$ cat config.mk
export PLATFORM = sky130hd
export DESIGN_NAME = segment_display_scanner
export DESIGN_NICKNAME = d
export VERILOG_FILES = /design/src/rtl/segment_display_scanner.sv
export SDC_FILE = /design/constraint.sdc
export NUM_CORES = 1
export LEC_CHECK = 0
export BUFFER_PORTS_ARGS = -buffer_cell sky130_fd_sc_hd__buf_2
export CORE_ASPECT_RATIO = 1.75
export CORE_MARGIN = 5
export CORE_UTILIZATION = 61
export DETAILED_ROUTE_END_ITERATION = 10
export GPL_TIMING_DRIVEN = 0
export PLACE_DENSITY = 0.77
export SLEW_MARGIN = 20
export SYNTH_ARGS = -nofsm -noshare
export SYNTH_HDL_FRONTEND = slang
export SYNTH_SLANG_ARGS = --single-unit
$ cat constraint.sdc
create_clock -name clock -period 5.1 [get_ports clock]
set_clock_uncertainty 0.1 [all_clocks]
set_input_delay 0.255 -clock clock [delete_from_list [all_inputs] [get_ports clock]]
set_output_delay 0.255 -clock clock [all_outputs]
set_load 0.02 [all_outputs]
$ cat src/rtl/segment_display_scanner.sv
// segment_display_scanner: double-dabble BCD converter, multiplexed 7-segment scan and push-button debouncer.
// Ports: clock/reset (sync, active-high); value = unsigned binary to show; blank_lz = blank leading zeros;
//   button = raw push-button; anode = active-low one-hot digit enables; segments = {g,f,e,d,c,b,a} active-low;
//   button_level/button_pulse = debounced level and one-cycle rising pulse; overflow = value too wide for the digits.
// Optional: define SEG_HEX_MODE_EN to add the hex_mode input (raw hexadecimal display, converter bypassed).
module segment_display_scanner #(
   parameter int NUM_DIGITS      = 8,
   parameter int DATA_WIDTH      = 27,
   parameter int REFRESH_DIV     = 100000,
   parameter int DEBOUNCE_CYCLES = 1000000
) (
   input  logic                  clock,
   input  logic                  reset,
   input  logic [DATA_WIDTH-1:0] value,
   input  logic                  blank_lz,
`ifdef SEG_HEX_MODE_EN
   input  logic                  hex_mode,
`endif
   input  logic                  button,
   output logic [NUM_DIGITS-1:0] anode,
   output logic [6:0]            segments,
   output logic                  button_level,
   output logic                  button_pulse,
   output logic                  overflow
);
   localparam int DIG_W = 4 * NUM_DIGITS;
   localparam int BCD_W = DIG_W + 4;
   localparam int RW    = REFRESH_DIV > 1 ? $clog2(REFRESH_DIV) : 1;
   localparam int CW    = DEBOUNCE_CYCLES > 1 ? $clog2(DEBOUNCE_CYCLES) : 1;
   localparam int IW    = NUM_DIGITS > 1 ? $clog2(NUM_DIGITS) : 1;
   localparam int NW    = $clog2(DATA_WIDTH + 1);

   typedef enum logic [1:0] {IDLE, SHIFT, DONE} state_t;

   state_t                  state_q, state_d;
   logic [DATA_WIDTH-1:0]   bin_q, bin_d;
   logic [BCD_W-1:0]        bcd_q, bcd_d, adj;
   logic [NW-1:0]           iter_q, iter_d;
   logic                    sat_q, sat_d, sat_bit;
   logic                    hex_q, hex_d, hex_req;
   logic [DIG_W-1:0]        disp_q, disp_d;
   logic                    ovf_q, ovf_d;
   logic [RW-1:0]           ref_q, ref_d;
   logic [IW-1:0]           idx_q, idx_d;
   logic [NUM_DIGITS-1:0]   anode_q, anode_d;
   logic [6:0]              seg_q, seg_d;
   logic                    meta_q, sync_q;
   logic [CW-1:0]           cnt_q, cnt_d;
   logic                    level_q, level_d, pulse_q, pulse_d;
   logic                    blank;
   logic [DIG_W+DATA_WIDTH-1:0] bin_ext;

`ifdef SEG_HEX_MODE_EN
   assign hex_req = hex_mode;
`else
   assign hex_req = 1'b0;
`endif

   function automatic logic [6:0] seg_of(input logic [3:0] n);
      case (n)
         4'h0: seg_of = 7'h40;
         4'h1: seg_of = 7'h79;
         4'h2: seg_of = 7'h24;
         4'h3: seg_of = 7'h30;
         4'h4: seg_of = 7'h19;
         4'h5: seg_of = 7'h12;
         4'h6: seg_of = 7'h02;
         4'h7: seg_of = 7'h78;
         4'h8: seg_of = 7'h00;
         4'h9: seg_of = 7'h10;
         4'hA: seg_of = 7'h08;
         4'hB: seg_of = 7'h03;
         4'hC: seg_of = 7'h46;
         4'hD: seg_of = 7'h21;
         4'hE: seg_of = 7'h06;
         default: seg_of = 7'h0E;
      endcase
   endfunction

   always_comb begin
      state_d = state_q;
      bin_d   = bin_q;
      bcd_d   = bcd_q;
      iter_d  = iter_q;
      sat_d   = sat_q;
      hex_d   = hex_q;
      disp_d  = disp_q;
      ovf_d   = ovf_q;
      for (int k = 0; k <= NUM_DIGITS; k++)
         adj[4*k +: 4] = bcd_q[4*k +: 4] >= 4'd5 ? bcd_q[4*k +: 4] + 4'd3 : bcd_q[4*k +: 4];
      // A bit leaving the spare top nibble means the value needs even more digits; remember it
      // so a value whose surviving top digit happens to be 0 still reports overflow.
      sat_bit = adj[BCD_W-1];
      bin_ext = {{DIG_W{1'b0}}, bin_q};
      case (state_q)
         IDLE: begin
            bin_d   = value;
            bcd_d   = '0;
            iter_d  = '0;
            sat_d   = 1'b0;
            hex_d   = hex_req;
            state_d = hex_req ? DONE : SHIFT;
         end
         SHIFT: begin
            {bcd_d, bin_d} = {adj[BCD_W-2:0], bin_q, 1'b0};
            sat_d   = sat_q | sat_bit;
            iter_d  = iter_q + 1'b1;
            state_d = iter_q == NW'(DATA_WIDTH - 1) ? DONE : SHIFT;
         end
         default: begin
            disp_d  = hex_q ? bin_ext[DIG_W-1:0] : bcd_q[DIG_W-1:0];
            ovf_d   = hex_q ? |bin_ext[DIG_W+DATA_WIDTH-1:DIG_W] : sat_q | (|bcd_q[BCD_W-1:DIG_W]);
            state_d = IDLE;
         end
      endcase
   end

   always_comb begin
      ref_d   = ref_q == RW'(REFRESH_DIV - 1) ? '0 : ref_q + 1'b1;
      idx_d   = ref_q != RW'(REFRESH_DIV - 1) ? idx_q : idx_q == IW'(NUM_DIGITS - 1) ? '0 : idx_q + 1'b1;
      anode_d = ~(NUM_DIGITS'(1) << idx_d);
      // Blank when this digit and everything above it are zero; digit 0 always shows.
      blank   = blank_lz & ~ovf_q & (idx_d != '0) & ((disp_q >> {idx_d, 2'b00}) == '0);
      seg_d   = ovf_q ? 7'h3F : blank ? 7'h7F : seg_of(disp_q[4*idx_d +: 4]);
   end

   always_comb begin
      cnt_d   = '0;
      level_d = level_q;
      pulse_d = 1'b0;
      if (sync_q != level_q) begin
         if (cnt_q == CW'(DEBOUNCE_CYCLES - 1)) begin
            level_d = sync_q;
            pulse_d = sync_q;
         end else begin
            cnt_d = cnt_q + 1'b1;
         end
      end
   end

   always_ff @(posedge clock) begin
      if (reset) begin
         state_q <= IDLE;
         bin_q   <= '0;
         bcd_q   <= '0;
         iter_q  <= '0;
         sat_q   <= 1'b0;
         hex_q   <= 1'b0;
         disp_q  <= '0;
         ovf_q   <= 1'b0;
         ref_q   <= '0;
         idx_q   <= '0;
         anode_q <= '1;
         seg_q   <= 7'h7F;
         meta_q  <= 1'b0;
         sync_q  <= 1'b0;
         cnt_q   <= '0;
         level_q <= 1'b0;
         pulse_q <= 1'b0;
      end else begin
         state_q <= state_d;
         bin_q   <= bin_d;
         bcd_q   <= bcd_d;
         iter_q  <= iter_d;
         sat_q   <= sat_d;
         hex_q   <= hex_d;
         disp_q  <= disp_d;
         ovf_q   <= ovf_d;
         ref_q   <= ref_d;
         idx_q   <= idx_d;
         anode_q <= anode_d;
         seg_q   <= seg_d;
         meta_q  <= button;
         sync_q  <= meta_q;
         cnt_q   <= cnt_d;
         level_q <= level_d;
         pulse_q <= pulse_d;
      end
   end

   assign anode        = anode_q;
   assign segments     = seg_q;
   assign button_level = level_q;
   assign button_pulse = pulse_q;
   assign overflow     = ovf_q;
endmodule

==> results of run 1 <==
## Yosys cell counts, drive strengths merged (6+ instances only)
cell	n	area, um^2
nand3	25	125
nor4	7	58.8
nor2	157	589
o32ai	7	61.3
o22ai	9	56.3
a32o	8	80.1
buf	7	31.3
o21ai	29	145
nor3	10	55.1
xor2	28	245
o31ai	10	88.8
and3	12	75.1
and2	6	37.5
nand2b	11	68.8
mux2i	80	801
dfxtp	163	3260
nand2	52	195
nand4	6	37.5
inv	23	86.3
nor2b	8	50.1
ha	30	375
xnor2	24	210
a21oi	51	255
clkbuf	33	124
## registers in the layout, indices dropped and copies added (netlist names), 2 cells and up
signal / cells
idx_q: 3
bin_q: 27
disp_q: 32
segments: 7
anode: 8
bcd_q: 36
iter_q: 5
state_q: 2
ref_q: 17
cnt_q: 20
## layout make-up
type                       instances  area, um^2
buffer                            40         155
inverter                          23        86.3
tap                              168         210
timing repair buffer              50         260
fill                             991        3620
clock inverter                    15         239
clock buffer                      17         425
antenna                            1        2.50
multi-input combinational        624        4100
sequential                       163        3260
## worst register-to-register path, cell delays in order (launching register included)
cell	delay [ns]
dfxtp_1	0.37
or4b_1	0.59
nor4_4	0.47
mux2i_2	0.51
buf_2	0.33
clkbuf_1	0.42
nor3_1	0.12
a211oi_2	0.44
ha_1	0.32
and3_1	0.18
nand3_1	0.11
a2111oi_4	0.34
nor3_2	0.13
o311ai_1	0.13
## worst max path at each step
stage	end	depth (start not counted)
2_1_floorplan	segments[2]$_SDFF_PP1_	13
3_3_place_gp	segments[2]$_SDFF_PP1_	13
3_5_place_dp	segments[2]$_SDFF_PP1_	13
4_1_cts	segments[2]$_SDFF_PP1_	13
5_1_grt	segments[2]$_SDFF_PP1_	14
6_report	segments[2]$_SDFF_PP1_	13
## kinds of logic (layout without fill, tap and decap cells)
| kind of cell | count (synthesis) | in the layout | share of synthesized area (%) |
|---|---|---|---|
| other | 0 | 1 | 0 |
| buffers and inverters | 63 | 145 | 3.18 |
| adder cells (fa/ha/maj) | 30 | 30 | 4.94 |
| AND/OR/NAND/NOR | 317 | 317 | 19.5 |
| flip-flops | 163 | 163 | 43.0 |
| XOR/XNOR | 52 | 52 | 6.00 |
| AO/OA/AOI/OAI | 140 | 140 | 12.1 |
| multiplexers | 85 | 85 | 11.3 |
## metal layers
metal / global-route usage, % / vias to the layer above
met1: 26.6 / 3076
met2: 48.3 / 152
met3: 4.61 / 62
met4: 13.0 / 0
met5: 0 / -
li1: - / 3095
## power breakdown
part | internal (uW) | switching, uW
Clock | 885 | 541
Combinational | 41.0 | 61.4
Sequential | 1290 | 11.4
## per-stage QoR
step                worst slack, ns  hold slack [ns]  util (%)
finish                        0.422           0.0698      70.7
global route                 0.0505           0.0907      70.7
CTS                          0.0486           0.0562      70.6
detailed placement           0.0841            0.340      65.1
global placement              0.138            0.325      65.1
floorplan                     0.968            0.283         -
## repair_timing
| item | 4_1_cts | 5_1_grt |
|---|---|---|
| resized for setup | 0 | 2 |
| hold endpoints to repair | 2 | 0 |
| hold buffers | 2 | 0 |
| endpoints found under the setup margin | 0 | 7 |
==> qor.log, run 1 <==
qor: sta.max_freq 0.214 GHz
qor: global_routing.first_global_vias 6543
qor: run_status.status completed
qor: setup_path.r2r-end segments[2]$_SDFF_PP1_
qor: sta.post_route_fraction_of_the_period_consumed_by_the_critical_path 91.7%
qor: cts.clock_tree.htree_level_count 4
qor: layout.post_route_cells_drive_above_1_share 10.6%
qor: route.drt-met1-wl 7000 um
qor: cts.cts_tree done
qor: route.detail_route.iter0.violations 316
qor: layout.final_design_area_no_fill 0.00874 mm^2
qor: power_and_ir_drop.power_density 324 mW/mm^2
qor: route.num_vias 6385
qor: power_and_ir_drop.finalPower 2830 uW
qor: route.wl 18200 um
qor: global_routing.antenna_violations_before_repair 1
qor: cts.clock_tree.root_cell clkbuf_16
qor: setup_path.reg2reg_from ref_q[5]$_SDFF_PP0_
qor: floorplanning.die_area 0.0149 mm^2
qor: sta.slew_headroom 40.0%
qor: synthesis.async_flop_share 0%
qor: route.ant_nets 0
qor: global_routing.grt_first_pass_wirelength 30400 um
qor: worst_hold_path.hold_path_depth 3
qor: synthesis.yosysWarnings 0
qor: setup_path.worstRegToRegCells 13
qor: setup_path.cp.required 5.32 ns
qor: global_routing.global_route.overflow_total 0
qor: global_routing.grtUsageTotal 25.6%
qor: worst_hold_path.hp-class in -> reg
qor: synthesis.count_of_state_elements_after_synthesis 163
qor: setup_path.max_fo_critical_path 10
qor: sta.final-setup-viol-count 0
qor: layout.layout.cells.most_common_list 163 x dfxtp_1, 157 x nor2_1, 79 x mux2i_1
qor: synthesis.synth_fp_nets 911
qor: floorplanning.chipHeight 158 um
qor: route.met2WireLength 9930 um
qor: cts.clock_sink_total 163
qor: setup_path.worst-path-buf-inv 2
qor: flow_run.drv.max_cap_violation_count 0
qor: power_and_ir_drop.leakagePower 0.00342 uW
qor: setup_path.path_class reg -> reg
qor: floorplanning.starting_density 61.4%
qor: layout.mostFrequentLayoutCell dfxtp_1
qor: placed_design.place.gp.congestion 0.978
qor: layout.stdcell_count 1101
qor: placed_design.dpl-instance-area 0.00805 mm^2
qor: floorplanning.dieWidth 94.4 um
qor: placed_design.dp_cells 1066
qor: synthesis.synth_cell_types 56
qor: synthesis.netlist_instances 850
qor: route.wl_met3 529 um
qor: global_routing.grt_start_max_net_pins 17
qor: route.number_of_remaining_drc_errors 0
qor: route.dr.max_layer_used met4
qor: cts.cts_setup_buffers 0
qor: sta.tns 0 ns
qor: setup_path.cp-startpoint ref_q[5]$_SDFF_PP0_
qor: sta.hold_viol_final 0
qor: synthesis.avgSynthCellArea 8.94 um^2
qor: setup_path.arr_time_crit_path 4.90 ns
qor: setup_path.cpLargestDelayFamily simple AND/OR/NAND/NOR gates
qor: synthesis.synth-main-ff-cell dfxtp_1
qor: setup_path.critPathMaxStageDelay 0.59 ns
qor: synthesis.synth-edff-count 0
qor: placed_design.io_buffers 48
qor: synthesis.seq_area_frac_synth 43.0%
qor: synthesis.synth_area 0.00760 mm^2
qor: cts.clockBufferDepth 2
qor: route.wl_per_cell 16.5 um
qor: setup_path.cpMaxStageDelayCell or4b_1
qor: sta.grt_setup_unrepaired false
qor: route.route.detailed.vias_per_inst 5.80
qor: floorplanning.design.portCount 49
qor: setup_path.cp_cell_sequence or4b_1 -> nor4_4 -> mux2i_2 -> buf_2 -> clkbuf_1 -> nor3_1 -> a211oi_2 -> ha_1 -> and3_1 -> nand3_1 -> a2111oi_4 -> nor3_2 -> o311ai_1
qor: setup_path.timing.reg2reg.setup_slack 0.42 ns
qor: cts.clk_latency 0.42 ns
qor: cts.cts_inserted_buffers 17
qor: floorplanning.core_area 0.0124 mm^2
qor: sta.timing.final.crit_period 4.68 ns
qor: placed_design.dp_hpwl 13600 um
qor: layout.area_growth_syn_to_layout 15.1%
qor: setup_path.critPathCaptureType flip-flop
qor: worst_hold_path.holdPathEnd state_q[0]$_SDFF_PP0_
qor: route.drt_first_pass_iters 5
qor: sta.timing_worst_slew_pin_value 0.875 ns
qor: floorplanning.rows 54
qor: worst_hold_path.min_from reset
qor: cts.clk_pin_slew_worst_paths 0.06 ns
qor: layout.final_net_count 980
qor: sta.timing.final.max_slew_violations 0
qor: power_and_ir_drop.max-vdd-ir-drop 0.000246 V
qor: setup_path.worst_setup_path_start_kind flip-flop
Power figures use the tool's default switching activity.
==> inputs of run 2 (changes only) <==
- CORE_UTILIZATION: 61 -> 40
- PLACE_DENSITY: 0.77 -> 0.54
==> qor.log, run 2 (same netlist as run 1, synthesis figures left out) <==
qor: floorplanning.die_area 0.0220 mm^2
qor: setup_path.cp.required 5.33 ns
qor: layout.final_net_count 980
qor: floorplanning.dieWidth 114 um
qor: setup_path.worst_setup_path_start_kind flip-flop
qor: sta.final-setup-viol-count 0
qor: placed_design.dp_hpwl 13400 um
qor: floorplanning.design.portCount 49
qor: setup_path.timing.reg2reg.setup_slack 0.41 ns
qor: sta.post_route_fraction_of_the_period_consumed_by_the_critical_path 91.9%
qor: placed_design.pre_cts_ws -0.0621 ns
qor: power_and_ir_drop.finalPower 2660 uW
qor: layout.insertedDiodeCount 0
qor: setup_path.path_class reg -> reg
qor: route.dr.max_layer_used met4
qor: layout.reg.largest.list bcd_q (36), disp_q (32), bin_q (27)
qor: route.wl 18100 um
qor: sta.timing.final.crit_period 4.69 ns
qor: sta.worst_path_setup_slack_after_routing 0.414 ns
qor: power_and_ir_drop.seq_power_share 49.0%
qor: sta.timing.final.max_slew_violations 0
qor: floorplanning.starting_density 40.7%
qor: cts.cts_tree done
qor: run_status.status completed
qor: cts.clock_sink_total 163
qor: route.detail_route.iter0.violations 271
qor: global_routing.grt_first_pass_wirelength 30000 um
qor: layout.area_growth_syn_to_layout 15.0%
qor: floorplanning.core_area 0.0187 mm^2
qor: route.route.detailed.vias_per_inst 5.25
qor: route.wl_met3 593 um
qor: floorplanning.chipHeight 192 um
qor: route.num_vias 6134
qor: sta.tns 0 ns
qor: power_and_ir_drop.net-switching-power 594 uW
qor: power_and_ir_drop.power_density 304 mW/mm^2
qor: placed_design.io_buffers 48
qor: route.wl_per_cell 15.5 um
qor: cts.clock_tree.root_cell clkbuf_16
qor: route.number_of_remaining_drc_errors 0
qor: global_routing.global_route.overflow_total 0
qor: layout.final_design_area_no_fill 0.00873 mm^2
qor: setup_path.critPathCaptureType flip-flop
qor: layout.post_route_cells_drive_above_1_share 10.4%
qor: floorplanning.rows 66
qor: cts.clockBufferDepth 2
qor: placed_design.place.gp.congestion 0.946
qor: cts.clk_pin_slew_worst_paths 0.07 ns
qor: route.ant_nets 0
qor: global_routing.antenna_violations_before_repair 0
qor: layout.layout.cells.most_common_list 163 x dfxtp_1, 157 x nor2_1, 79 x mux2i_1
qor: layout.stdcell_count 1169
qor: worst_hold_path.hp-class in -> reg
qor: sta.grt_setup_unrepaired false
qor: setup_path.arr_time_crit_path 4.92 ns
qor: placed_design.dp_cells 1136
qor: cts.cts_inserted_buffers 17
qor: cts.clock_tree.htree_level_count 4
qor: sta.hold_viol_final 0
qor: setup_path.max_fo_critical_path 10
qor: global_routing.first_global_vias 6059
qor: layout.fill_cells 1908
qor: power_and_ir_drop.leakagePower 0.00337 uW
qor: sta.max_freq 0.213 GHz
qor: layout.largest_register_ff_count 36
qor: power_and_ir_drop.internal_dissipation 2070 uW
qor: power_and_ir_drop.swShare 22.3%
qor: route.met2WireLength 9680 um
qor: route.drt-met1-wl 7290 um
qor: placed_design.dpl-instance-area 0.00813 mm^2
qor: flow_run.drv.max_cap_violation_count 0
qor: sta.timing_worst_slew_pin_value 0.799 ns
qor: route.drt_first_pass_iters 5
qor: global_routing.grt_start_max_net_pins 17
qor: layout.largest-register bcd_q
qor: sta.slew_headroom 45.2%
qor: power_and_ir_drop.combPwrFrac 3.8%
qor: power_and_ir_drop.max-vdd-ir-drop 0.000243 V
qor: global_routing.grtUsageTotal 17.4%
qor: layout.mostFrequentLayoutCell dfxtp_1
qor: power_and_ir_drop.share_clk_of_total_power 47.1%
qor: cts.clk_latency 0.43 ns
==> run 2: changes by cell type in the layout (fill, tap and decap cells not counted), sizes merged <==
cell      change
diode         -1
clkbuf        +2
clkinvlp      +3
clkinv        +2
bufinv        -3
inv           -5
==> run 2: worst paths after layout <==
check                           cells after the start                endpoint                 from
worst max-delay path                               14  segments[2]$_SDFF_PP1_  ref_q[0]$_SDFF_PP0_
worst min-delay path                                3   state_q[0]$_SDFF_PP0_                reset
worst min register to register                      1       sync_q$_SDFF_PP0_    meta_q$_SDFF_PP0_
worst max register to register                     14  segments[2]$_SDFF_PP1_  ref_q[0]$_SDFF_PP0_
==> run 2: metal layers <==
metal,vias to the layer above,track usage (%)
met4,0,7.36
met2,112,32.5
li1,3100,-
met5,-,0
met1,2886,18.6
met3,36,3.61
==> run 2: layout make-up <==
type	count	area (um^2)	area share [%]
multi-input combinational	624	4100	46.9
sequential	163	3260	37.4
clock buffer	19	443	5.07
tap	238	298	3.41
timing repair buffer	50	260	2.98
buffer	40	155	1.78
clock inverter	12	129	1.48
inverter	23	86.3	0.988
==> run 2: power groups by stage <==
stage / Clock, uW / Sequential [uW] / Combinational (uW)
3_5_place_dp: 0 / 1330 / 103
3_3_place_gp: 0 / 1330 / 102
2_1_floorplan: 0 / 1330 / 63.5
6_report: 1250 / 1300 / 102
5_1_grt: 1350 / 1310 / 117
4_1_cts: 1290 / 1300 / 105
==> run 2: through the flow <==
| stage | hold WS, ns | util, % |
|---|---|---|
| floorplan | 0.283 | - |
| global placement | 0.321 | 43.6 |
| detailed placement | 0.328 | 43.6 |
| CTS | 0.0325 | 46.8 |
| global route | 0.0586 | 46.8 |
| finish | 0.0472 | 46.8 |
==> run 2: worst max-delay path, stage by stage (launching register included) <==
cell and delay (ns):
dfxtp_1 0.36, ha_1 0.21, nand4_1 0.28, nor4_4 0.57
mux2i_2 0.52, buf_2 0.33, clkbuf_1 0.39, nor3_1 0.12
a211oi_2 0.44, ha_1 0.33, and3_1 0.18, nand3_1 0.12
a2111oi_4 0.35, nor3_2 0.13, o311ai_1 0.13
==> run 2: repair_timing <==
action                                  CTS  global route
hold buffers                              2             0
endpoints found under the hold margin     2             0
setup buffers                             0             0
gates resized for setup                   1             1
pin swaps                                 0             0
endpoints found under the setup margin    4             4
